`src/rtl/calc1_port_driver_if.sv`:
```
// calc1_port_driver_if: operation input, calc1 port bus and held-result signals of one port driver
interface calc1_port_driver_if;
    logic        in_valid;
    logic        in_ready;
    logic [0:3]  in_cmd;
    logic [0:31] in_op1;
    logic [0:31] in_op2;
    logic [0:3]  req_cmd_out;
    logic [0:31] req_data_out;
    logic [0:1]  out_resp;
    logic [0:31] out_data;
    logic        rsp_valid;
    logic        rsp_ready;
    logic [0:1]  rsp_code;
    logic [0:31] rsp_data;
    logic        rsp_timeout;
    logic [0:7]  timeout_cnt;
    modport slave (
        input  in_valid, in_cmd, in_op1, in_op2, out_resp, out_data, rsp_ready,
        output in_ready, req_cmd_out, req_data_out, rsp_valid, rsp_code, rsp_data, rsp_timeout, timeout_cnt
    );
    modport master (
        output in_valid, in_cmd, in_op1, in_op2, out_resp, out_data, rsp_ready,
        input  in_ready, req_cmd_out, req_data_out, rsp_valid, rsp_code, rsp_data, rsp_timeout, timeout_cnt
    );
endinterface

```
`src/rtl/calc1_port_driver.sv`:
```
// calc1_port_driver: serialises one operation onto a calc1 port and returns its response or a timeout
module calc1_port_driver #(
    parameter int TIMEOUT_CYCLES = 10
) (
    input logic c_clk,
    input logic reset,
    calc1_port_driver_if.slave bus
);
    typedef enum logic [2:0] {IDLE, CMD, OPND2, WAIT, RESP} state_t;
    state_t      state_q, state_d;
    logic [0:31] op2_q;
    logic [0:7]  wait_cnt;
    logic        accept, resp_hit, wait_expired;
    // next state; a result only leaves RESP once it has actually been presented
    always_comb begin
        accept       = state_q == IDLE && bus.in_valid;
        resp_hit     = state_q == WAIT && bus.out_resp != 2'd0;
        wait_expired = state_q == WAIT && wait_cnt == 8'(TIMEOUT_CYCLES - 1);
        state_d      = state_q;
        case (state_q)
            IDLE:    state_d = accept ? (bus.in_cmd != 4'd0 ? CMD : RESP) : IDLE;
            CMD:     state_d = OPND2;
            OPND2:   state_d = WAIT;
            WAIT:    state_d = (resp_hit || wait_expired) ? RESP : WAIT;
            RESP:    state_d = (bus.rsp_valid && bus.rsp_ready) ? IDLE : RESP;
            default: state_d = IDLE;
        endcase
    end
    // state register
    always_ff @(posedge c_clk) begin
        if (reset) state_q <= IDLE;
        else       state_q <= state_d;
    end
    // registered outputs derived from the state being entered, plus result capture
    always_ff @(posedge c_clk) begin
        if (reset) begin
            bus.in_ready     <= 1'b1;
            bus.rsp_valid    <= 1'b0;
            bus.req_cmd_out  <= '0;
            bus.req_data_out <= '0;
            bus.rsp_code     <= '0;
            bus.rsp_data     <= '0;
            bus.rsp_timeout  <= 1'b0;
            bus.timeout_cnt  <= '0;
            op2_q            <= '0;
            wait_cnt         <= '0;
        end else begin
            bus.in_ready     <= state_d == IDLE;
            bus.rsp_valid    <= state_d == RESP && state_q != IDLE;
            bus.req_cmd_out  <= state_d == CMD ? bus.in_cmd : 4'd0;
            bus.req_data_out <= state_d == CMD ? bus.in_op1 : state_d == OPND2 ? op2_q : 32'd0;
            wait_cnt         <= state_q == WAIT ? wait_cnt + 8'd1 : 8'd0;
            if (accept) op2_q <= bus.in_op2;
            if (accept && bus.in_cmd == 4'd0) begin
                bus.rsp_code    <= 2'd0;
                bus.rsp_data    <= 32'd0;
                bus.rsp_timeout <= 1'b0;
            end else if (resp_hit) begin
                bus.rsp_code    <= bus.out_resp;
                bus.rsp_data    <= bus.out_data;
                bus.rsp_timeout <= 1'b0;
            end else if (wait_expired) begin
                bus.rsp_code    <= 2'd0;
                bus.rsp_data    <= 32'd0;
                bus.rsp_timeout <= 1'b1;
                bus.timeout_cnt <= bus.timeout_cnt == 8'hFF ? 8'hFF : bus.timeout_cnt + 8'd1;
            end
        end
    end
endmodule

```
`src/flat_wrapper.sv`:
```
// flat-port wrapper written by rule: the top's interface ports become plain ports
module calc1_port_driver_flat 
#(
    parameter int TIMEOUT_CYCLES = 10
)
  (c_clk, reset, bus_in_valid, bus_in_cmd, bus_in_op1, bus_in_op2, bus_out_resp, bus_out_data, bus_rsp_ready, bus_in_ready, bus_req_cmd_out, bus_req_data_out, bus_rsp_valid, bus_rsp_code, bus_rsp_data, bus_rsp_timeout, bus_timeout_cnt);
  calc1_port_driver_if bus_i ();
  input logic c_clk;
  input logic reset;
  input wire logic [$bits(bus_i.in_valid)-1:0] bus_in_valid;
  input wire logic [$bits(bus_i.in_cmd)-1:0] bus_in_cmd;
  input wire logic [$bits(bus_i.in_op1)-1:0] bus_in_op1;
  input wire logic [$bits(bus_i.in_op2)-1:0] bus_in_op2;
  input wire logic [$bits(bus_i.out_resp)-1:0] bus_out_resp;
  input wire logic [$bits(bus_i.out_data)-1:0] bus_out_data;
  input wire logic [$bits(bus_i.rsp_ready)-1:0] bus_rsp_ready;
  output wire logic [$bits(bus_i.in_ready)-1:0] bus_in_ready;
  output wire logic [$bits(bus_i.req_cmd_out)-1:0] bus_req_cmd_out;
  output wire logic [$bits(bus_i.req_data_out)-1:0] bus_req_data_out;
  output wire logic [$bits(bus_i.rsp_valid)-1:0] bus_rsp_valid;
  output wire logic [$bits(bus_i.rsp_code)-1:0] bus_rsp_code;
  output wire logic [$bits(bus_i.rsp_data)-1:0] bus_rsp_data;
  output wire logic [$bits(bus_i.rsp_timeout)-1:0] bus_rsp_timeout;
  output wire logic [$bits(bus_i.timeout_cnt)-1:0] bus_timeout_cnt;
  assign bus_i.in_valid = bus_in_valid;
  assign bus_i.in_cmd = bus_in_cmd;
  assign bus_i.in_op1 = bus_in_op1;
  assign bus_i.in_op2 = bus_in_op2;
  assign bus_i.out_resp = bus_out_resp;
  assign bus_i.out_data = bus_out_data;
  assign bus_i.rsp_ready = bus_rsp_ready;
  assign bus_in_ready = bus_i.in_ready;
  assign bus_req_cmd_out = bus_i.req_cmd_out;
  assign bus_req_data_out = bus_i.req_data_out;
  assign bus_rsp_valid = bus_i.rsp_valid;
  assign bus_rsp_code = bus_i.rsp_code;
  assign bus_rsp_data = bus_i.rsp_data;
  assign bus_rsp_timeout = bus_i.rsp_timeout;
  assign bus_timeout_cnt = bus_i.timeout_cnt;
  calc1_port_driver #(.TIMEOUT_CYCLES(TIMEOUT_CYCLES)) u_core (.c_clk(c_clk), .reset(reset), .bus(bus_i));
endmodule
```
`config.mk`:
```
export PLATFORM = sky130hd
export DESIGN_NAME = calc1_port_driver_flat
export DESIGN_NICKNAME = d
export VERILOG_FILES = /design/src/rtl/calc1_port_driver_if.sv /design/src/rtl/calc1_port_driver.sv /design/src/flat_wrapper.sv
export SDC_FILE = /design/constraint.sdc
export NUM_CORES = 1
export LEC_CHECK = 0
export CAP_MARGIN = 20
export CORE_UTILIZATION = 39
export CTS_CLUSTER_SIZE = 16
export DETAILED_ROUTE_END_ITERATION = 7
export PLACE_DENSITY = 0.73
export SYNTH_ARGS = -nofsm -noshare
export SYNTH_HDL_FRONTEND = slang
export SYNTH_SLANG_ARGS = --single-unit
```
`constraint.sdc`:
```
create_clock -name c_clk -period 1.7 [get_ports c_clk]
set_input_delay 0.34 -clock c_clk [delete_from_list [all_inputs] [get_ports c_clk]]
set_output_delay 0.34 -clock c_clk [all_outputs]
set_load 0.005 [all_outputs]
```
==> results.py <==
metrics = {
    "status": {
        "status": "finished, violations left",
        "violations": "design-rule violations, negative setup slack",
    },
    "synth": {
        "ys_seq_area_share_pct": 53.6,
        "synth_edf_count": 0,
        "async_reset_ff_share_pct": 0,
        "netlist.area_leader.share_pct": 53.6,
        "synth_cells": 529,
        "synthTopCellsByArea": "dfxtp_1 (54%), nand3_1 (7.5%), a21oi_1 (7.1%)",
        "avgSynthCellArea_um2": 8.76,
        "yosys.area.top_type": "dfxtp_1",
        "yosys_warnings": 0,
        "ys.flop_type": "dfxtp_1",
        "synth.distinct_cells": 44,
        "synthesis.area_um2": 4630,
        "syn_nets": 638,
        "ys_ff_latch": 124,
    },
    "sta": {
        "fin_worst_skew_ns": 0.0106,
        "slew_violations": 0,
        "worst_pin_slew_ns": 0.375,
        "finalCriticalPeriod_ns": 1.86,
        "fmax_mhz": 537,
        "rsz0062_at_grt": "true",
        "slew_headroom_pct": 75.0,
        "setup_viol": 76,
        "layout_setup_ws_ns": -0.161,
        "hold_viol_final": 0,
        "fin_crit_sh_pct": 109,
    },
    "global_route": {
        "grt_use_total_pct": 24.4,
        "grt_max_degree": 36,
        "grt_antenna_before_repair": 0,
        "grt_pass1_vias": 4913,
        "globalRouteOverflowTotal": 0,
        "grt_first_pass_wirelength_um": 24000,
    },
    "floorplan": {
        "num_rows": 39,
        "die_width_um": 111,
        "num_io_pins": 187,
        "start_util_pct": 40.2,
        "core_area_um2": 11500,
        "die_h_um": 111,
        "dieArea_um2": 12300,
    },
    "cts": {
        "insertion_delay_ns": 0.41,
        "clockRootBuffer": "clkbuf_16",
        "numCtsBuffers": 17,
        "hold_buffers": 0,
        "tritoncts": "done",
        "cts_buffer_depth": 2,
        "cts_num_sinks": 124,
        "clk_pin_slew_worst_paths_ns": 0.06,
        "h-tree-depth": 4,
    },
    "detailed_routing": {
        "vias_per_cell": 5.39,
        "wl_per_cell_um": 18.1,
        "drt_iter0_markers": 393,
        "vias": 4934,
        "drt_wl_total_um": 16600,
        "firstDrtPassIters": 7,
        "ant_nets": 0,
        "drc": 38,
    },
    "finish": {
        "design_area_um2": 8680,
        "regArea_um2": 2490,
        "nets": 869,
        "final_common_cell": "clkdlybuf4s50_1",
        "antenna_cells": 0,
        "area_growth_pct": 87.5,
        "n_fill_cell": 761,
        "multi_input_area_um2": 2640,
        "mostFrequentLayoutCells": "clkdlybuf4s50_1 (182), dfxtp_1 (117), nand2_1 (74)",
        "final_layout_size_suffix_gt1_share_pct": 28.3,
    },
    "critical_path": {
        "startpoint_type": "flop",
        "reg2reg_setup_slack_ns": -0.16,
        "cp.required_ns": 1.99,
        "end_kind": "flop",
        "crit_type": "flop to flop",
        "crit_fanout": 6,
        "cp.arrival_ns": 2.15,
    },
    "placed_design": {
        "portBuffers": 186,
        "dp_slack_ns": -0.617,
        "hpwl_um": 9400,
        "placed_cell_area_um2": 6990,
        "gp_congestion": 0.751,
    },
    "pwr": {
        "power_uw": 8850,
        "ir_worst_vdd_mv": 0.498,
        "leakagePower_uw": 0.00318,
        "p_per_area_nw_per_um2": 1020,
    },
    "flow_run": {
        "drv_cap": 0,
    },
    "worst_hold_path": {
        "hold_path_class": "primary input to flop",
    },
}
-- synthesized netlist by cell type (3+ instances only) --
cell	instances
and3_1	3
a22oi_1	32
dfxtp_1	124
nand4_1	3
xor2_1	4
nand2_1	74
mux2i_1	3
and2_1	4
o21ai_0	4
nor2_1	53
nand2b_1	3
ha_1	3
a21oi_1	66
xnor2_1	5
clkbuf_1	19
nand3_1	69
nor3_1	6
buf_2	19
inv_1	5
-- power by group --
| group | total [µW] | switching [µW] | internal [µW] |
|---|---|---|---|
| registers | 3170 | 86.3 | 3080 |
| clock network | 3650 | 1280 | 2380 |
| logic | 2020 | 963 | 1060 |
-- state kept, by name (all words and copies together), names as in the netlist --
register	count
u_core.bus.timeout_cnt	8
u_core.bus.req_cmd_out	4
u_core.bus.req_data_out	32
u_core.bus.rsp_valid	1
u_core.state_q	3
u_core.wait_cnt	8
u_core.bus.rsp_data	32
u_core.bus.rsp_code	2
u_core.op2_q	32
u_core.bus.rsp_timeout	1
u_core.bus.in_ready	1
-- metrics by stage --
step / hold WS [ns] / TNS (ns) / instances / util, %
5_1_grt: 0.351 / -12.19 / 916 / 75.4
4_1_cts: 0.291 / -2.74 / 906 / 69.5
3_3_place_gp: 0.444 / -39.92 / 861 / 60.6
3_5_place_dp: 0.448 / -37.82 / 862 / 60.7
6_report: 0.343 / -6.11 / 916 / 75.4
2_1_floorplan: 0.437 / -0.415 / 529 / -
-- worst paths after layout --
| kind | start | to | depth (start not counted) |
|---|---|---|---|
| max reg2reg | u_core.wait_cnt[6] | u_core.bus.in_ready | 7 |
| min reg2reg | u_core.op2_q[3] | u_core.op2_q[3] | 2 |
| max | u_core.wait_cnt[6] | u_core.bus.in_ready | 7 |
| min | bus_in_cmd[2] | u_core.bus.req_cmd_out[1] | 2 |
-- layer usage --
| layer | vias to the layer above | global-route usage (%) | wire length [µm] |
|---|---|---|---|
| met5 | - | 0 | 0 |
| met4 | 0 | 7.95 | 332 |
| met3 | 28 | 8.75 | 1630 |
| met2 | 267 | 42.0 | 8240 |
| met1 | 2333 | 28.1 | 6400 |
| li1 | 2306 | - | - |
-- cells by family after synthesis --
kind of cell             Yosys count  synth area share, %
adder cells (fa/ha/maj)            3                0.810
multiplexers                       3                0.648
XOR/XNOR                           9                 1.70
buffers and inverters             45                 4.32
AND/OR/NAND/NOR                  230                 23.9
flip-flops                       124                 53.6
AO/OA/AOI/OAI                    115                 15.0
-- worst max-delay path, stage by stage, from the launching register on --
cell	delay, ns
dfxtp_2	0.33
inv_2	0.04
ha_4	0.14
nor4b_4	0.13
nand4_1	0.11
or4b_4	0.60
clkbuf_16	0.22
a31o_1	0.17
-- repair_timing --
item,CTS,global route
setup endpoints to repair,74,83
buffers inserted,9,2
pin swaps,10,59
resized for setup,54,94
cloned,4,8
hold endpoints to repair,0,0
-- area by class of cell --
| cell class | count | area share [%] |
|---|---|---|
| tap | 143 | 2.06 |
| clock buffer | 21 | 5.30 |
| multi-input combinational | 360 | 30.4 |
| sequential | 124 | 28.7 |
| clock inverter | 11 | 1.64 |
| timing repair buffer | 252 | 31.7 |
| inverter | 5 | 0.216 |
(Power assumes the default switching activity.)
